==> src/rtl/pipe_ctrl.sv <==
// pipe_ctrl -- hazard / stall / redirect controller for a 5-stage pipeline
//
// Purpose:
//   Detects register data hazards between the D stage and the E/M stages.
//   Detects structural hazards on the multi-cycle HI/LO unit.
//   Turns both into a stall (freeze PC and F/D, bubble into D/E).
//   A one-cycle RUN/HOLD FSM turns an exception/interrupt request into a
//   single redirect pulse. That pulse overrides any stall.
//   Stall cycles are counted in a saturating 16-bit counter.
//
// Ports:
//   clk                    rising-edge clock
//   reset_n                asynchronous active-low reset
//   d_rs, d_rt             D-stage source register numbers
//   d_tuse_rs, d_tuse_rt   cycles until the operand is consumed (3 = not read)
//   e_dst, m_dst           E/M destination register numbers (0 = none)
//   e_tnew, m_tnew         cycles until the E/M result can be forwarded
//   d_md_op                D instruction uses the HI/LO unit
//   e_md_start             E instruction starts a HI/LO operation
//   e_md_is_div            that operation is a divide (else multiply)
//   int_req                exception/interrupt request from CP0
//   pc_en, d_en            PC and F/D write enable, D-stage register enable
//   e_flush                bubble into the D/E register
//   req_o                  redirect pulse to all stage registers and the PC
//   md_busy                HI/LO unit busy
//   stall_cnt              saturating count of stall cycles

module pipe_ctrl #(
  parameter int MUL_CYC = 5,   // busy cycles for mult/multu (must fit in 4 bits)
  parameter int DIV_CYC = 10   // busy cycles for div/divu (must fit in 4 bits)
) (
  input  logic        clk,
  input  logic        reset_n,
  input  logic [4:0]  d_rs,
  input  logic [4:0]  d_rt,
  input  logic [1:0]  d_tuse_rs,
  input  logic [1:0]  d_tuse_rt,
  input  logic [4:0]  e_dst,
  input  logic [4:0]  m_dst,
  input  logic [1:0]  e_tnew,
  input  logic [1:0]  m_tnew,
  input  logic        d_md_op,
  input  logic        e_md_start,
  input  logic        e_md_is_div,
  input  logic        int_req,
  output logic        pc_en,
  output logic        d_en,
  output logic        e_flush,
  output logic        req_o,
  output logic        md_busy,
  output logic [15:0] stall_cnt
);

  typedef enum logic {
    RUN  = 1'b0,
    HOLD = 1'b1
  } state_t;

  state_t      state_reg, state_next;
  logic [3:0]  md_cnt_reg, md_cnt_next;
  logic [15:0] stall_cnt_reg, stall_cnt_next;

  logic [4:0]  src_num  [2];
  logic [1:0]  src_tuse [2];
  logic [1:0]  hz_src;
  logic        hz_data;
  logic        hz_md;
  logic        stall;

  assign src_num[0]  = d_rs;
  assign src_num[1]  = d_rt;
  assign src_tuse[0] = d_tuse_rs;
  assign src_tuse[1] = d_tuse_rt;

  // The same hazard rule applies to each source operand.
  // Register $0 never carries a dependency, and tuse==3 means the operand is not read.
  // A hazard exists only if the operand is needed before the producer's result can be forwarded.
  genvar gi;
  generate
    for (gi = 0; gi < 2; gi++) begin : g_src
      assign hz_src[gi] = (src_num[gi] != 5'd0) && (src_tuse[gi] != 2'd3) &&
                          (((src_num[gi] == e_dst) && (src_tuse[gi] < e_tnew)) ||
                           ((src_num[gi] == m_dst) && (src_tuse[gi] < m_tnew)));
    end
  endgenerate

  assign hz_data = |hz_src;

  // The HI/LO unit is also unavailable in the cycle its operation starts in E,
  // because md_cnt has not yet been loaded in that cycle.
  assign hz_md = d_md_op && (md_busy || e_md_start);

  // A redirect discards the D instruction, so a stall in that cycle is pointless.
  assign stall   = (hz_data || hz_md) && !req_o;
  assign pc_en   = !stall;
  assign d_en    = !stall;
  assign e_flush = stall;

  assign md_busy   = (md_cnt_reg != 4'd0);
  assign stall_cnt = stall_cnt_reg;

  // Redirect FSM: HOLD blanks int_req for one cycle.
  // This lets CP0 drop its request before it is seen again.
  always_comb begin
    state_next = state_reg;
    req_o      = 1'b0;
    case (state_reg)
      RUN: begin
        req_o = int_req;
        if (int_req) state_next = HOLD;
      end
      HOLD: state_next = RUN;
      default: state_next = RUN;
    endcase
  end

  // A start that coincides with a redirect belongs to a squashed instruction.
  // A count that is already running finishes regardless.
  always_comb begin
    md_cnt_next = md_cnt_reg;
    if (e_md_start && !req_o)
      md_cnt_next = e_md_is_div ? 4'(DIV_CYC) : 4'(MUL_CYC);
    else if (md_cnt_reg != 4'd0)
      md_cnt_next = md_cnt_reg - 4'd1;
  end

  always_comb begin
    stall_cnt_next = stall_cnt_reg;
    if (stall && (stall_cnt_reg != 16'hFFFF))
      stall_cnt_next = stall_cnt_reg + 16'd1;
  end

  always_ff @(posedge clk or negedge reset_n) begin
    if (!reset_n) begin
      state_reg     <= RUN;
      md_cnt_reg    <= 4'd0;
      stall_cnt_reg <= 16'd0;
    end else begin
      state_reg     <= state_next;
      md_cnt_reg    <= md_cnt_next;
      stall_cnt_reg <= stall_cnt_next;
    end
  end

endmodule

==> config.mk <==
export PLATFORM = sky130hd
export DESIGN_NAME = pipe_ctrl
export DESIGN_NICKNAME = d
export VERILOG_FILES = /design/src/rtl/pipe_ctrl.sv
export SDC_FILE = /design/constraint.sdc
export NUM_CORES = 1
export LEC_CHECK = 0
export CORE_MARGIN = 1
export CORE_UTILIZATION = 45
export CTS_BUF_LIST = sky130_fd_sc_hd__clkbuf_8
export DETAILED_ROUTE_END_ITERATION = 16
export PLACE_DENSITY = 0.79
export SLEW_MARGIN = 20
export SYNTH_ARGS = -nofsm -noshare
export SYNTH_HDL_FRONTEND = slang
export SYNTH_SLANG_ARGS = --single-unit
==> constraint.sdc <==
create_clock -name clk -period 6 [get_ports clk]
set_input_delay 1.2 -clock clk [delete_from_list [all_inputs] [get_ports clk]]
set_output_delay 1.2 -clock clk [all_outputs]
set_load 0.03 [all_outputs]
Word-level counts from Yosys, hierarchy flattened
Index checks and enable logic that the tools add are counted.

word-level totals
  memories = 0
  bits of input ports = 34
  logic and storage cells = 46
  memory bits (writable) = 0
  bits in latches = 0
  bits in read-only memories = 0
  flip-flop bits (word level) = 21

cells by class
  div/mod/pow operators = 0
  add/subtract/negate cells = 2
  reductions and logical operators = 23
  equality and inequality tests = 7
  order comparisons = 4
  multiply operators = 0
  mux-type cells = 6
  bitwise operators = 1
  shifts and indexed selects = 0

operators by type and width
  cell                     number
  $eq A5 B5 Y1             4
  $add A16 B1 Y16 const B  1
  $ne A16 B16 Y1 const B   1
  $logic_and A1 B1 Y1      12
  $mux W4                  3
  $reduce_bool A5 Y1       2
  $lt A2 B2 Y1             4
  $logic_or A1 B1 Y1       4
  $ne A2 B2 Y1 const B     2
  $reduce_bool A4 Y1       1
  $sub A4 B1 Y4 const B    1
  $logic_not A1 Y1         2
  $mux W1                  2
  $pmux W1 S2              1
  $reduce_bool A2 Y1       1
  $reduce_or A2 Y1         1
  $not A1 Y1               1

Longest topological paths before layout
  depth in word-level cells = 8
  gate-level depth with buffers = 9
  mapped depth without buffers = 8

Worst setup path before layout
OpenSTA, ideal clock, no wires.

  path type = input -> output
  from = in d_rt[1]
  to = out pc_en
  required time = 4.800 ns
  stages = 6
  arrival = 2.608 ns
  setup slack = 2.192 ns
  buffers on the path = 2
  cells stage by stage = or4_1 -> o21ai_1 -> a21oi_1 -> nor3_2 -> buf_6 -> buf_4

between the ends
  longest elaborated chain between the ends = 8

ends and longest elaborated chain
  what                                           RTL line  source
  from (decl)                                    35        input logic [4:0] d_rt,
  $eq A5 B5 Y1, on equally long branches         82, 83
  $logic_and A1 B1 Y1, on equally long branches  82, 83
  $logic_or A1 B1 Y1                             82        (((src_num[gi] == e_dst) && (src_tuse[gi] < e_tnew)) ||
  $logic_and A1 B1 Y1 *                          81        assign hz_src[gi] = (src_num[gi] != 5'd0) && (src_tuse[gi] != 2'd3) &&
  $reduce_or A2 Y1 *                             87        assign hz_data = |hz_src;
  $logic_or A1 B1 Y1 *                           94        assign stall = (hz_data || hz_md) && !req_o;
  $logic_and A1 B1 Y1 *                          94
  $logic_not A1 Y1 *                             --
  to (decl)                                      46        output logic pc_en,

Mark *: on every way between the ends. The rest lies on a longest branch, timed or not.

Worst setup path in the final report
  from = in d_rt[1]
  to = out pc_en

between the ends
  longest elaborated chain between the ends = 8

ends and longest elaborated chain
  what                                           RTL line  source
  $eq A5 B5 Y1, on equally long branches         82, 83
  $logic_and A1 B1 Y1, on equally long branches  82, 83
  $logic_or A1 B1 Y1                             82
  $logic_and A1 B1 Y1 *                          81
  $reduce_or A2 Y1 *                             87
  $logic_or A1 B1 Y1 *                           94
  $logic_and A1 B1 Y1 *                          94
  $logic_not A1 Y1 *                             95        assign pc_en = !stall;

Marks and branches as above.

==> run metrics <==
status complete, no violations; CTS resizes 0; initial antenna violation count 0; CTS tree yes; vias in the first global route ~1,300; vias per inst 5.35; Placer Congestion roughly 0.83; EDFF count, synth 0; worst min path class reg -> reg; Total Wirelength around 3.4 mm; Synth area leader dfrtp_1; I/O pin count 55; top_reg_cell synth dfrtp_1; CTS buffer count 3; Starting DRT DRC Count 36; Pre-antenna DRT Iters 4; Synth Cell Area approximately 1500 µm²; ranking of synthesized cells by area dfrtp_1, xor2_1, xnor2_1, ha_1, nor3_1; Reg clk slew, reported paths ~0.07 ns; setup ws final 0.950 ns; Worst path max stage delay about 0.8 ns; Cell variety after synth 33; final setup vio count 0; Largest register FFs 16; Worst Max-Slew Pin Slew 0.935 ns; # fillers around 250; # hold bufs at CTS 0; DIE AREA between 3000 and 4000 µm²; Starting Density 47.7%; Synth Warn # 0; RSZ-0062 raised after global routing no; worst path required time 4.80 ns; synthesized net count 190; Leak about 0.91 nW; H-tree depth 1; clock sinks 21; maximum root-to-sink buffer count 2; Yosys reg bits 21; DP HPWL between 2 and 3 mm; CP startpoint kind input port; num rows 20; Mapped Cells between 100 and 150; vias between 1,000 and 1,500; power per cell area ~290 nW/µm²; Setup Crit Path Kind in -> out; post-synth top area share a little over a third; Chip Width 59.1 µm; GRT overflow 0; Die H approximately 59 µm; WHS a little under 0.5 ns; most frequent cells in the layout clkdlybuf4s50_1, xor2_1, dfrtp_1, xnor2_1, nand2_1; Worst-Skew Late Latency about 0.26 ns; GRT Overall Usage a little over a fifth; commonest non-fill, non-tap cell in the layout clkdlybuf4s50_1; pin count of the biggest net entering global routing 22; Final Hold Viols 0; max cap viols 0; post-CTS setup buffers 0; clock skew approximately 0.0034 ns; Seq/Total Area, Yosys 35.8%; Final Slew Violations 0; worst path bufs/invs 2; core area about 3100 µm²; first-pass GRT wire length ~5.7 mm; Routed WL per cell about 14 µm; worst rel slew slack 37.5%; layout cells sized above 1 6.83%; Final Critical Period roughly 5.1 ns; DRC Markers 0; DRT antenna net count 0; Final TNS setup 0 ns; Peak VDD IR ~0.15 mV; ant diodes 0; Layout area overhead 42.9%; crit-path most repeated cell clkdlybuf4s50_1; Critical-path top delay cell clkdlybuf4s50_1; Nets between 200 and 250; upper clock frequency limit between 0.15 and 0.2 GHz; Port Buffers between 50 and 60; Post-synth ARST share 100%; cell family with most CP delay buffers and inverters; pre-CTS WS 0.642 ns; Avg Inst Size Synth 9.85 µm²; CP cell instances clkdlybuf4s50_1, or4_1, o21ai_1, a21oi_1, nor3_4, clkdlybuf4s50_1; CP Capture Type primary output; crit path DAT approximately 3.9 ns; Root Buffer Master clkbuf_8; Crit Path Max Fanout 18; Tcrit/Tclk final 84.2%
## metal layers
metal | track usage, % | share of wire, % | vias up
met5 | 0 | 0 | -
met1 | 24.3 | 41 | 615
met2 | 39.6 | 49 | 66
met4 | 13.3 | 4.2 | 0
met3 | 3.06 | 5.4 | 13
li1 | - | - | 639
## layout make-up
cell class	count	area, µm²	area share (%)
Clock buffer	3	41.3	1.97
Timing Repair Buffer	55	548	26.1
Sequential cell	21	526	25.1
Inverter	8	30.0	1.43
Tap cell	44	55.1	2.63
Clock inverter	1	5.00	0.239
Multi-Input combinational cell	117	892	42.5
## worst paths after layout
kind	depth (start not counted)	slack [ns]	endpoint	start
min	1	0.48	stall_cnt[5]	stall_cnt[5]
max in group asynchronous	1	3.97	stall_cnt[6]	reset_n
min reg2reg	1	0.48	stall_cnt[5]	stall_cnt[5]
max	6	0.95	pc_en	d_rt[1]
max reg2reg	7	3.74	stall_cnt[1]	md_cnt_reg[0]
min in group asynchronous	1	1.46	stall_cnt[11]	reset_n
## kinds of logic (layout without fill, tap and decap cells)
group | after synthesis | after routing | share of synthesized area, %
AOI/OAI and AO/OA | 14 | 14 | 7.08
xor gates and xnor gates | 37 | 37 | 22.1
adders and majority gates | 7 | 7 | 5.97
buffers and inverters | 11 | 67 | 3.84
DFF | 21 | 21 | 35.8
muxes | 2 | 2 | 1.53
and+or+nand+nor | 57 | 57 | 23.7
## power by group
group / switching, W / internal, W / leakage [nW]
registers: 0.0000431 / 0.000180 / 0.269
clock network: 0.0000463 / 0.0000463 / 0.0255
logic: 0.000157 / 0.000136 / 0.611
total: 0.000246 / 0.000362 / 0.906
## stage by stage
stage               area [µm²]  cells  utilization (%)  total power (W)
floorplan                 1470    149                -         0.000399
global placement          2040    245             66.4         0.000504
detailed placement        2040    245             66.4         0.000518
CTS                       2090    249             67.9         0.000613
global route              2100    249             68.1         0.000646
finish                    2100    249             68.1         0.000608
## synth_stat cells, types with 2 or more instances
library cell  count
nor2_1            3
nand3_1           8
nand2b_1          3
a2111oi_2         2
nor3_1            9
o21ai_0           4
mux2_2            2
nand4_1           5
ha_1              7
buf_4             2
nor4b_1           3
xnor2_1          13
nor4_1            4
nand2_1          11
a21oi_1           3
inv_1             8
and3_1            3
dfrtp_1          21
xor2_1           24
(Power assumes the default switching activity.)
